## src/rtl/sram_port_arbiter.sv

```systemverilog
// sram_port_arbiter
// Shares one single-port SRAM macro between NREQ requesters. Arbitration is
// round-robin, with optional locked bursts. Read data comes back one cycle
// after the grant and is steered to the requester that issued the read.
//
// Optional feature: define SRAM_ARB_MAXHOLD_EN to bound how long a locked
// owner may keep the SRAM while another requester is waiting. MAX_HOLD sets
// that bound. Without the macro a lock is held for as long as the owner keeps
// asserting it, and MAX_HOLD has no effect.
module sram_port_arbiter #(
  parameter int NREQ     = 2,
  parameter int ADDR_W   = 14,
  parameter int DATA_W   = 32,
  parameter int MAX_HOLD = 16,
  localparam int STRB_W  = DATA_W / 8
) (
  input  logic                     ACLK,
  input  logic                     ARESETn,
  input  logic [NREQ-1:0]          req,
  input  logic [NREQ-1:0]          we,
  input  logic [NREQ*ADDR_W-1:0]   addr,
  input  logic [NREQ*DATA_W-1:0]   wdata,
  input  logic [NREQ*STRB_W-1:0]   wstrb,
  input  logic [NREQ-1:0]          lock,
  output logic [NREQ-1:0]          gnt,
  output logic [NREQ-1:0]          rvalid,
  output logic [DATA_W-1:0]        rdata,
  output logic [ADDR_W-1:0]        A,
  output logic [DATA_W-1:0]        DI,
  input  logic [DATA_W-1:0]        DO,
  output logic [STRB_W-1:0]        WEB,
  output logic                     OE,
  output logic                     CS
);

  localparam int IDX_W = (NREQ > 1) ? $clog2(NREQ) : 1;

  typedef enum logic {
    ST_ARB  = 1'b0,
    ST_LOCK = 1'b1
  } state_t;

  state_t           state_q, state_d;
  logic [IDX_W-1:0] ptr_q, ptr_d;
  logic [IDX_W-1:0] owner_q, owner_d;
  logic             rd_valid_q;
  logic [IDX_W-1:0] rd_idx_q;

  logic             grant_any;
  logic [IDX_W-1:0] grant_idx;
  logic             issue;
  int               cand;

`ifdef SRAM_ARB_MAXHOLD_EN
  localparam int HOLD_W = $clog2(MAX_HOLD + 1);
  logic [HOLD_W-1:0] hold_q, hold_d, hold_inc;
  logic [NREQ-1:0]   others_req;
`endif

  // Next index after i, wrapping at NREQ.
  function automatic logic [IDX_W-1:0] next_idx(input logic [IDX_W-1:0] i);
    if (int'(i) == NREQ - 1) begin
      return '0;
    end
    return i + 1'b1;
  endfunction

  // Pick this cycle's winner: the owner alone while locked, otherwise the
  // first requester found searching from the round-robin pointer.
  always_comb begin
    grant_any = 1'b0;
    grant_idx = '0;
    cand      = 0;
    if (state_q == ST_LOCK) begin
      if (req[owner_q]) begin
        grant_any = 1'b1;
        grant_idx = owner_q;
      end
    end else begin
      for (int k = 0; k < NREQ; k++) begin
        cand = (int'(ptr_q) + k) % NREQ;
        if (!grant_any && req[cand]) begin
          grant_any = 1'b1;
          grant_idx = IDX_W'(cand);
        end
      end
    end
  end

  // A grant is suppressed while reset is held so the SRAM pins stay idle.
  assign issue = grant_any && ARESETn;

  // Drive the grant and the SRAM pins in the same cycle as the grant decision.
  always_comb begin
    gnt = '0;
    CS  = 1'b0;
    A   = '0;
    DI  = '0;
    WEB = '1;
    if (issue) begin
      gnt[grant_idx] = 1'b1;
      CS             = 1'b1;
      A              = addr[grant_idx*ADDR_W +: ADDR_W];
      if (we[grant_idx]) begin
        DI  = wdata[grant_idx*DATA_W +: DATA_W];
        WEB = ~wstrb[grant_idx*STRB_W +: STRB_W];
      end
    end
  end

  // Return read data one cycle after its grant, tagged for the issuing requester.
  always_comb begin
    rvalid = '0;
    OE     = rd_valid_q;
    rdata  = '0;
    if (rd_valid_q) begin
      rvalid[rd_idx_q] = 1'b1;
      rdata            = DO;
    end
  end

  // Next state: ARB grants move the pointer and may start a lock; in LOCK the
  // owner keeps the SRAM until it drops lock or req (or is forced out when the
  // hold bound is enabled), and the pointer then moves past the owner.
  always_comb begin
    state_d = state_q;
    ptr_d   = ptr_q;
    owner_d = owner_q;
`ifdef SRAM_ARB_MAXHOLD_EN
    hold_d     = hold_q;
    hold_inc   = (hold_q == HOLD_W'(MAX_HOLD)) ? hold_q : hold_q + 1'b1;
    others_req = req;
    others_req[owner_q] = 1'b0;
`endif
    case (state_q)
      ST_ARB: begin
`ifdef SRAM_ARB_MAXHOLD_EN
        hold_d = '0;
`endif
        if (grant_any) begin
          ptr_d = next_idx(grant_idx);
          if (lock[grant_idx]) begin
            state_d = ST_LOCK;
            owner_d = grant_idx;
`ifdef SRAM_ARB_MAXHOLD_EN
            hold_d  = HOLD_W'(1);
`endif
          end
        end
      end
      ST_LOCK: begin
        if (!req[owner_q] || !lock[owner_q]) begin
          state_d = ST_ARB;
          ptr_d   = next_idx(owner_q);
`ifdef SRAM_ARB_MAXHOLD_EN
          hold_d  = '0;
`endif
        end else begin
`ifdef SRAM_ARB_MAXHOLD_EN
          hold_d = hold_inc;
          if ((hold_inc == HOLD_W'(MAX_HOLD)) && (|others_req)) begin
            state_d = ST_ARB;
            ptr_d   = next_idx(owner_q);
            hold_d  = '0;
          end
`endif
        end
      end
      default: begin
        state_d = ST_ARB;
      end
    endcase
  end

  // State, pointer, owner and read tag registers; reset drops any pending read.
  always_ff @(posedge ACLK or negedge ARESETn) begin
    if (!ARESETn) begin
      state_q    <= ST_ARB;
      ptr_q      <= '0;
      owner_q    <= '0;
      rd_valid_q <= 1'b0;
      rd_idx_q   <= '0;
    end else begin
      state_q    <= state_d;
      ptr_q      <= ptr_d;
      owner_q    <= owner_d;
      rd_valid_q <= issue && !we[grant_idx];
      rd_idx_q   <= grant_idx;
    end
  end

`ifdef SRAM_ARB_MAXHOLD_EN
  // Count granted cycles spent under lock.
  always_ff @(posedge ACLK or negedge ARESETn) begin
    if (!ARESETn) begin
      hold_q <= '0;
    end else begin
      hold_q <= hold_d;
    end
  end
`endif

endmodule

```

## config.mk

```make
export PLATFORM = sky130hd
export DESIGN_NAME = sram_port_arbiter
export DESIGN_NICKNAME = d
export VERILOG_FILES = /design/src/rtl/sram_port_arbiter.sv
export SDC_FILE = /design/constraint.sdc
export NUM_CORES = 1
export LEC_CHECK = 0
export CAP_MARGIN = 20
export CORE_AREA = 2 2 89 91
export CTS_CLUSTER_DIAMETER = 40
export DETAILED_ROUTE_END_ITERATION = 12
export DIE_AREA = 0 0 91 93
export PLACE_DENSITY = 0.85
export SYNTH_ARGS = -nofsm -noshare
export SYNTH_HDL_FRONTEND = slang
export SYNTH_SLANG_ARGS = --single-unit
```

## constraint.sdc

```tcl
create_clock -name ACLK -period 4.4 [get_ports ACLK]
set_input_delay 0.44 -clock ACLK [delete_from_list [all_inputs] [get_ports ACLK]]
set_output_delay 0.44 -clock ACLK [all_outputs]
set_load 0.02 [all_outputs]
```

# Word-level counts from Yosys, hierarchy flattened
# Index checks and enable logic that the tools add are counted.
[word_totals]
ff_bits = 5
in_bits = 140
output_inout_bits = 88
word_cells = 88
[op_classes]
n_addsub = 3
multipliers = 1
magnitude_cmp = 7
eq_ne = 2
shift = 3
n_mux = 52
bitwise = 3
reduce_logical = 12
[op_table]
columns = ["op", "count"]
rows = [
  ["$mux 32", 3],
  ["$shiftx 64x7->32", 1],
  ["$mux 1", 40],
  ["$shiftx 28x6->14", 1],
  ["$mux 14", 1],
  ["$lt 1x2->1 const B", 4],
  ["$mux 4", 2],
  ["$shiftx 8x4->4", 1],
  ["$logic_and 1x1->1", 5],
  ["$logic_not 1->1", 4],
  ["$mul 1x3->4 const B", 1],
  ["$mux 2", 2],
  ["$not 4->4", 1],
  ["$pmux 1 s2", 2],
  ["$add 1x1->1 const B", 3],
  ["$lt 2x3->1 const B", 1],
  ["$reduce_and 3->1", 1],
  ["$demux 1 s1", 2],
  ["$ge 1x1->1 const B", 2],
  ["$ne 2x1->1 const B", 1],
  ["$ne 2x2->1 const B", 1],
  ["$reduce_and 2->1", 1],
  ["$and 1x1->1 const A", 1],
  ["$logic_or 1x1->1", 1],
  ["$not 1->1", 1],
]

# Longest topological paths before layout
[depth]
word_depth = 14
ltp_mapped = 6
depth_no_buf = 4

# Least setup slack after synthesis
# No wires, ideal clock.
[synth_timing]
path_type = "reg-to-output"
from = "register state_q"
to = "output port WEB[0]"
arrival_time_ps = 1663
setup_slack_ps = 2297
stages_incl_launch_ff = 6
cell_sequence = "dfrtp_1 -> buf_6 -> nor3b_2 -> clkbuf_1 -> nor4_1 -> o21ai_0"
[synth_via]
elab_chain_len = 5
word_cells_on_any_way = 9
cone_classes = "shift (1); mux (6); bitwise (1); reduce/logical (1)"
[synth_lines]
columns = ["element", "line_no", "text"]
rows = [
  ["from (decl)", "43", "state_t state_q, state_d;"],
  ["from (signal assigned)", "184", "state_q <= state_d;"],
  ["$mux 1", "74", "if (state_q == ST_LOCK) begin"],
  ["$shiftx 8x4->4 / $mux 1 (equally long branches)", "106, 104", ""],
  ["$not 4->4 / $mux 1 (equally long branches)", "106, 104", ""],
  ["$mux 4", "104", "if (we[grant_idx]) begin"],
  ["$mux 4 (*)", "100", "if (issue) begin"],
  ["to (decl)", "31", "output logic [STRB_W-1:0] WEB,"],
]
# Every way passes the cells marked *; elsewhere a longest branch is shown, timed or not. The select of a mux whose other input is x is not followed.

# Final worst setup path
[layout_timing]
from = "input port req[1]"
to = "output port DI[19]"
[layout_via]
elab_chain_len = 12
word_cells_on_any_way = 24
cone_classes = "shift (1); mux (20); reduce/logical (3)"
[layout_lines]
columns = ["element", "line_no", "text"]
rows = [
  ["from (decl)", "19", "input logic [NREQ-1:0] req,"],
  ["parallel branches: the longest is 11 deep, another holds $shiftx 64x7->32", "--", ""],
  ["$mux 32 (*)", "100", ""],
  ["to (decl)", "29", "output logic [DATA_W-1:0] DI,"],
]
# Mark *: on every way between the ends. The select of a mux whose other input is x is not followed.

==> load_flow_metrics.sql <==
INSERT INTO impl_metrics (metric_group, metric, value, unit) VALUES
('final_layout', 'finalNonFillerCells', '632', ''),
('clocking', 'cts_buffers', '3', ''),
('power', 'leakage_power_total', '1.56', 'nW'),
('final_layout', 'n_diodes', '0', ''),
('power', 'power.internal', '0.000568', 'W'),
('sta', 'clock-skew-final', '0.000606', 'ns'),
('synth', 'synth.lib_cells_used.distinct', '34', ''),
('die', 'floorplan.rows', '32', ''),
('sta', 'final.setup.tns', '0', 'ns'),
('synth', 'synth_seq_cells', '5', ''),
('detailed_routing', 'drt.antenna.violating_nets', '0', ''),
('clocking', 'clkSlewWorstSetupHoldPaths', '0.04', 'ns'),
('critical_path', 'crit_arrival', '3.09', 'ns'),
('synth', 'yosysWarnings', '0', ''),
('detailed_routing', 'via_count', '3413', ''),
('critical_path', 'worstPathRequired', '3.96', 'ns'),
('clocking', 'longest_clk_path_bufs', '2', ''),
('synth', 'ys_async_sr_fraction', '1.00', ''),
('sta', 'timing.max_slew.rel_slack', '0.302', ''),
('clocking', 'postCtsResizedCells', '0', ''),
('synth', 'mappedNetlistArea', '0.00204', 'mm^2'),
('critical_path', 'path_class', 'in2out', ''),
('power', 'totalPowerFinal', '0.00118', 'W'),
('synth', 'netlist_top_cells_area', 'sky130_fd_sc_hd__nand2_1 14%, sky130_fd_sc_hd__o21a_1 12%, sky130_fd_sc_hd__a31oi_1 11%, sky130_fd_sc_hd__nor4_1 11%, sky130_fd_sc_hd__and2_1 10%', ''),
('sta', 'fin_hold_ws', '0.462', 'ns'),
('synth', 'seq_area_frac_synth', '0.0614', ''),
('clocking', 'clk-insertion-delay-late', '0.22', 'ns'),
('critical_path', 'start_kind', 'primary input', ''),
('synth', 'syn-instance-count', '342', ''),
('job', 'drv.max_cap_violation_count', '0', ''),
('die', 'die_area', '0.00846', 'mm^2'),
('power', 'p_seq_frac', '0.095', ''),
('synth', 'synth_top_flop_cell', 'sky130_fd_sc_hd__dfrtp_1', ''),
('critical_path', 'cp_max_fo', '34', ''),
('global_routing', 'globalRouteTotalUtil', '0.226', ''),
('power', 'power_per_standard_cell_area', '274', 'mW/mm^2'),
('synth', 'synth.most_common_cell', 'sky130_fd_sc_hd__nand2_1', ''),
('synth', 'synth_area_per_cell', '5.96', 'um^2'),
('final_layout', 'layout.nets', '671', ''),
('detailed_routing', 'first_pass_iters', '5', ''),
('placed_design', 'dp_cells', '627', ''),
('synth', 'post-synth-top-area-fraction', '0.136', ''),
('power', 'switching_power', '0.000615', 'W'),
('status', 'status', 'finished clean', ''),
('final_layout', 'final_core_util', '0.573', ''),
('global_routing', 'grt_first_pass_wirelength', '16200', 'um'),
('clocking', 'root_buffer', 'sky130_fd_sc_hd__clkbuf_8', ''),
('sta', 'max_freq', '0.284', 'GHz'),
('min_path', 'worst_hold_path_type', 'in2async', ''),
('detailed_routing', 'drt_iter0_markers', '170', ''),
('sta', 'final_period_minus_worst_setup_slack', '3.53', 'ns'),
('synth', 'synth_edf_count', '0', ''),
('die', 'initial_core_util', '0.271', ''),
('sta', 'finalSetupViolations', '0', ''),
('die', 'num_io_pins', '228', ''),
('global_routing', 'first_global_vias', '3225', ''),
('global_routing', 'grt_antenna_before_repair', '0', ''),
('sta', 'grt_setup_unrepaired', 'no', ''),
('die', 'placeableCoreArea', '0.00753', 'mm^2'),
('die', 'die_h', '93', 'um'),
('sta', 'final_min_period_over_clock_period', '0.801', ''),
('clocking', 'post-cts-setup-buffer-count', '0', ''),
('detailed_routing', 'post_drt_wl_per_cell', '16.4', 'um'),
('sta', 'drv_slew', '0', ''),
('clocking', 'tritoncts', 'yes', ''),
('sta', 'number_of_endpoints_with_negative_hold_slack_in_the_final_report', '0', ''),
('clocking', 'cts_max_level', '1', ''),
('global_routing', 'grt_remaining_overflow', '0', ''),
('global_routing', 'grt_start_max_net_pins', '53', ''),
('power', 'power_frac_clock', '0.071', ''),
('synth', 'post_syn_nets', '482', '');
[routing by layer]
layer	part of all wire	GRT usage	wire (um)	up-vias
li1	-	-	-	1635
met1	0.38	0.257	3950	1558
met2	0.50	0.422	5180	201
met3	0.10	0.0572	1040	19
met4	0.018	0.0543	188	0
met5	0	0	0	-
[final timing paths]
kind / cells past startpoint / endpoint / slack (ns) / from
worst max register to register: 3 / state_q$_DFF_PN0_ / 2.04 / owner_q$_DFFE_PN0P_
min in group ACLK: 1 / ptr_q$_DFFE_PN0P_ / 0.64 / ptr_q$_DFFE_PN0P_
worst max-delay path: 6 / DI[19] / 0.87 / req[1]
max in group asynchronous: 1 / OE$_DFF_PN0_ / 3.73 / ARESETn
worst min register to register: 1 / ptr_q$_DFFE_PN0P_ / 0.64 / ptr_q$_DFFE_PN0P_
worst min-delay path: 1 / rd_idx_q$_DFF_PN0_ / 0.46 / ARESETn
[placed cells by master (no fill, tap or decap), types with 2 or more instances in the layout]
cell type / instances
sky130_fd_sc_hd__clkdlybuf4s50_1: 226
sky130_fd_sc_hd__o31ai_1: 14
sky130_fd_sc_hd__dfrtp_1: 5
sky130_fd_sc_hd__nand2_1: 74
sky130_fd_sc_hd__nand2b_1: 3
sky130_fd_sc_hd__o21ai_0: 5
sky130_fd_sc_hd__nand4_1: 14
sky130_fd_sc_hd__a21oi_1: 16
sky130_fd_sc_hd__clkbuf_8: 3
sky130_fd_sc_hd__nand3_1: 2
sky130_fd_sc_hd__buf_4: 7
sky130_fd_sc_hd__and2_1: 33
sky130_fd_sc_hd__a31oi_1: 36
sky130_fd_sc_hd__nor2_1: 2
sky130_fd_sc_hd__o21a_1: 32
sky130_fd_sc_hd__nor4_1: 36
[per-stage QoR]
step | cell area [um^2] | worst slack, ns
after CTS | 4290 | 0.861
after global routing | 4310 | 0.725
after global placement | 4250 | 0.967
final | 4310 | 0.874
after detailed placement | 4250 | 0.862
after floorplan | 2040 | 2.30
[cell families after synthesis]
family,Yosys count,share of synthesized area
buffers and inverters,54,0.129
AND/OR/NAND/NOR,173,0.445
flip-flops,5,0.0614
AO/OA/AOI/OAI,110,0.364
[power groups by stage]
stage | combinational (W) | sequential [W] | clock, W
after CTS | 0.000968 | 0.000112 | 0.0000856
after floorplan | 0.000607 | 0.0000838 | 0
after detailed placement | 0.000965 | 0.000112 | 0
final | 0.000986 | 0.000112 | 0.0000835
after global routing | 0.00105 | 0.000118 | 0.0000904
after global placement | 0.000946 | 0.000109 | 0
[flip-flops by register name, indices dropped and copies added, names as in the netlist]
signal and cells:
owner_q 1, OE 1, rd_idx_q 1, state_q 1
ptr_q 1
[layout make-up]
class	count	area, um^2
clock buffers	4	45.0
fillers	699	3210
inverters	3	11.3
multi-input cells	283	1670
flip-flops and latches	5	125
well taps	102	128
repair buffers	235	2340
[critical path: stages]
cell,delay (ns)
sky130_fd_sc_hd__buf_2,0.38
sky130_fd_sc_hd__clkinv_1,0.57
sky130_fd_sc_hd__buf_4,0.44
sky130_fd_sc_hd__nor4_1,0.46
sky130_fd_sc_hd__o21a_1,0.19
sky130_fd_sc_hd__clkdlybuf4s50_1,0.60
No activity file was read; power rests on OpenSTA's default activity.
